==> config.mk <==
export PLATFORM = sky130hd
export DESIGN_NAME = acc_mult_ctrl
export DESIGN_NICKNAME = d
export VERILOG_FILES = /design/src/rtl/acc_mult_ctrl.sv
export SDC_FILE = /design/constraint.sdc
export NUM_CORES = 1
export LEC_CHECK = 0
export ABC_AREA = 1
export CORE_AREA = 2 2 39 41
export CTS_CLUSTER_SIZE = 24
export DETAILED_ROUTE_END_ITERATION = 8
export DIE_AREA = 0 0 41 43
export GPL_TIMING_DRIVEN = 1
export SLEW_MARGIN = 20
export SYNTH_ARGS = -nofsm -noshare
export SYNTH_HDL_FRONTEND = slang
export SYNTH_SLANG_ARGS = --single-unit
==> constraint.sdc <==
create_clock -name i_clk -period 2.3 [get_ports i_clk]
set_clock_uncertainty 0.1 [all_clocks]
set_input_delay 0.345 -clock i_clk [delete_from_list [all_inputs] [get_ports i_clk]]
set_output_delay 0.345 -clock i_clk [all_outputs]
set_load 0.01 [all_outputs]
==> src/rtl/acc_mult_ctrl.sv <==
// Control FSM for the shift-and-add multiplier around the ACC register.
// Sequences load, then per multiplier bit an optional add followed by a shift, then a done pulse.
module acc_mult_ctrl #(
  parameter int N_BITS = 4
) (
  input  logic i_clk,
  input  logic i_rst,
  input  logic i_st,
  input  logic i_m,
  output logic o_load,
  output logic o_ad,
  output logic o_sh,
  output logic o_busy,
  output logic o_done
);

  localparam int CW = $clog2(N_BITS) + 1;
  localparam logic [CW-1:0] LAST = CW'(N_BITS - 1);

  typedef enum logic [2:0] {
    S_IDLE  = 3'd0,
    S_LOAD  = 3'd1,
    S_TEST  = 3'd2,
    S_SHIFT = 3'd3,
    S_DONE  = 3'd4
  } state_t;

  state_t          r_state, w_state_nxt;
  logic [CW-1:0]   r_cnt, w_cnt_nxt;
  logic            w_last;

  assign w_last = (r_cnt == LAST);

  always_ff @(posedge i_clk) begin
    if (i_rst) begin
      r_state <= S_IDLE;
      r_cnt   <= '0;
    end else begin
      r_state <= w_state_nxt;
      r_cnt   <= w_cnt_nxt;
    end
  end

  // TEST is Mealy on i_m: the add/shift choice comes straight from the ACC LSB.
  always_comb begin
    w_state_nxt = r_state;
    w_cnt_nxt   = r_cnt;
    o_load      = 1'b0;
    o_ad        = 1'b0;
    o_sh        = 1'b0;
    o_busy      = 1'b0;
    o_done      = 1'b0;
    case (r_state)
      S_IDLE: begin
        if (i_st) w_state_nxt = S_LOAD;
      end
      S_LOAD: begin
        o_load      = 1'b1;
        o_busy      = 1'b1;
        w_cnt_nxt   = '0;
        w_state_nxt = S_TEST;
      end
      S_TEST: begin
        o_busy = 1'b1;
        if (i_m) begin
          o_ad        = 1'b1;
          w_state_nxt = S_SHIFT;
        end else begin
          o_sh        = 1'b1;
          w_cnt_nxt   = r_cnt + 1'b1;
          w_state_nxt = w_last ? S_DONE : S_TEST;
        end
      end
      S_SHIFT: begin
        o_busy      = 1'b1;
        o_sh        = 1'b1;
        w_cnt_nxt   = r_cnt + 1'b1;
        w_state_nxt = w_last ? S_DONE : S_TEST;
      end
      S_DONE: begin
        o_done      = 1'b1;
        w_state_nxt = S_IDLE;
      end
      default: w_state_nxt = S_IDLE;
    endcase
  end

endmodule

==> results.md <==
- Switching portion of total power: 0.319
- Hold Crit Class: reg2reg
- Net count after synthesis: 55
- Vias per inst: 4.29
- First-pass GRT wire length: 1070 µm
- P_int: 0.226 mW
- Drt pass-1 iters: 3
- Max-Cap Viols: 0
- Max Freq: 480 MHz
- Post-CTS Hold Fix Bufs: 0
- NetSw: 0.106 mW
- Crit path DAT: 1.64 ns
- GRT Residual Overflow: 0
- Critical path peak fanout: 2
- HPWL Detailed: 510 µm
- Die Y: 43 µm
- Final setup viols: 0
- Mean Syn Cell Area: 6.69 µm²
- RSZ-0062 raised after global routing: false
- Warnings from Yosys: 0
- Die area: 0.00176 mm²
- Final ANT Viol Nets: 0
- # IOs: 9
- Number of global-route vias before repair: 282
- Share of the synthesized area in the top cell type: 0.366
- Post-Synthesis Cell Area: 328 µm²
- Via count: 330
- Fillers: 156
- CP Launch Type: primary input
- Clock Sink Count: 6
- Max stage delay on crit path: 0.52 ns
- Commonest non-fill, non-tap cell in the layout: nand2_1
- Combinational power share: 0.306
- CTS Buffer Depth: 2
- H-tree lvl count: 1
- Final Wtd Congestion: 0.735
- Mapped Cells: 49
- Pin count of the biggest net entering global routing: 8
- Final worst-path cycle share: 0.905
- Port bufs: 8
- Initial core utilization: 0.237
- CTS buffer count: 3
- Slew HR: 0.834
- Crit Path Category: in2out
- Top cells by area, synth: dfxtp_1 (37%), nand2_1 (13%), inv_1 (10%)
- Cells along the critical path: clkdlybuf4s50_1 -> inv_1 -> nor2_1 -> nand2_2 -> inv_1 -> clkdlybuf4s50_1
- CTS tree: yes
- Routed WL: 689 µm
- Power density over the cells: 726 mW/mm²
- Post-cts repair resize count: 0
- Most frequent cells in the layout: nand2_1 (11), inv_1 (9), nor2_1 (8), clkdlybuf4s50_1 (8), dfxtp_1 (6)
- Avg WL per Cell: 8.95 µm
- Net count reported at finish: 69
- Slew Viols, Final: 0
- Clk slew on worst S/H paths: 0.05 ns
- Final Util: 0.331
- Sequential power share: 0.389
- Row count: 14
- DRC Markers: 0
- GRT Total Usage: 0.0954
- Area Overhead vs Synth: 39.7%
- Iteration-0 DRC Markers: 11
- Setup Fix Bufs, Post-CTS: 0
- Clock Power Share: 0.304
- Tmin final: 2.08 ns
- Layout cells sized above 1: 0.115
- Unique masters post-synth: 14
- Root Driver: clkbuf_4
- Clk_lat worst skew: 0.25 ns
- Die W: 41 µm
- Crit. End Element: primary output
- Maximum vdd drop: 0.176 mV
- Yosys top cell by area: dfxtp_1
- N_diodes: 0
- Pwr Total: 0.332 mW
- Status: finished clean
- Register area share after synthesis: 0.366
- Worst Max-Slew Pin Slew: 0.248 ns
- Antenna violations before repair: 0
- #FFs+latches synth: 6
- Final Hold Vio Count: 0
- Slowest cell on the critical path: clkdlybuf4s50_1
- Critical path required time: 1.86 ns
- Leak: 0.221 nW
- Final setup TNS: 0 ns
- Area of the core: 0.00138 mm²
==> cells in the mapped netlist (all sizes together) <==
cell type / number
nand2: 12
nor2: 10
inv: 9
dfxtp: 6
nand3: 3
a21oi: 2
ha: 2
nor3: 2
a31oi: 1
nand3b: 1
o21ai: 1
==> through the flow <==
stage	std cells	worst slack [ns]	instance area (µm²)	hold WS (ns)
2_1_floorplan	49	1.09	328	0.317
3_3_place_gp	74	0.224	435	0.367
3_5_place_dp	74	0.214	435	0.383
4_1_cts	77	0.202	458	0.395
5_1_grt	77	0.140	458	0.412
6_report	77	0.218	458	0.386
==> area by class of cell <==
| cell class | instances | area [µm²] | area share |
|---|---|---|---|
| sequential | 6 | 120 | 0.262 |
| timing repair buffer | 9 | 87.6 | 0.191 |
| inverter | 9 | 33.8 | 0.0738 |
| tap | 16 | 20.0 | 0.0437 |
| multi-input combinational | 34 | 174 | 0.380 |
| clock buffer | 3 | 22.5 | 0.0492 |
==> cell families after synthesis <==
logic type                 after synthesis  synth area share
adders and majority gates                2            0.0763
buffers and inverters                    9             0.103
DFF                                      6             0.366
AOI/OAI and AO/OA                        4            0.0649
and+or+nand+nor                         28             0.389
==> power groups by stage <==
stage	Clock, mW	Sequential, mW	Combinational (mW)
3_3_place_gp	0	0.131	0.101
6_report	0.101	0.129	0.102
2_1_floorplan	0	0.128	0.0666
5_1_grt	0.111	0.131	0.116
3_5_place_dp	0	0.132	0.102
4_1_cts	0.105	0.130	0.103
==> state kept, by name, summed over array words and instances (netlist names) <==
register	count
r_state	3
r_cnt	3
==> final timing paths <==
kind                                         endpoint                   from  slack [ns]  depth (start not counted)
worst max-delay path                             o_ad                    i_m        0.22                          6
worst min-delay path            r_cnt[2]$_SDFFE_PP0P_  r_cnt[2]$_SDFFE_PP0P_        0.39                          2
worst max register to register  r_cnt[2]$_SDFFE_PP0P_  r_cnt[0]$_SDFFE_PP0P_        1.02                          6
worst min register to register  r_cnt[2]$_SDFFE_PP0P_  r_cnt[2]$_SDFFE_PP0P_        0.39                          2
==> critical path, delay by kind of cell <==
family	cells	cell delay (ns)
buffers and inverters	4	1.08
AND/OR/NAND/NOR	2	0.21
==> per-layer routing <==
| metal | vias up | global-route usage | wire length, µm |
|---|---|---|---|
| met4 | 0 | 0.0600 | 16 |
| met2 | 8 | 0.131 | 284 |
| met5 | - | 0 | 0 |
| met1 | 144 | 0.113 | 350 |
| li1 | 176 | - | - |
| met3 | 2 | 0.0471 | 37 |
Power figures use the tool's default switching activity.
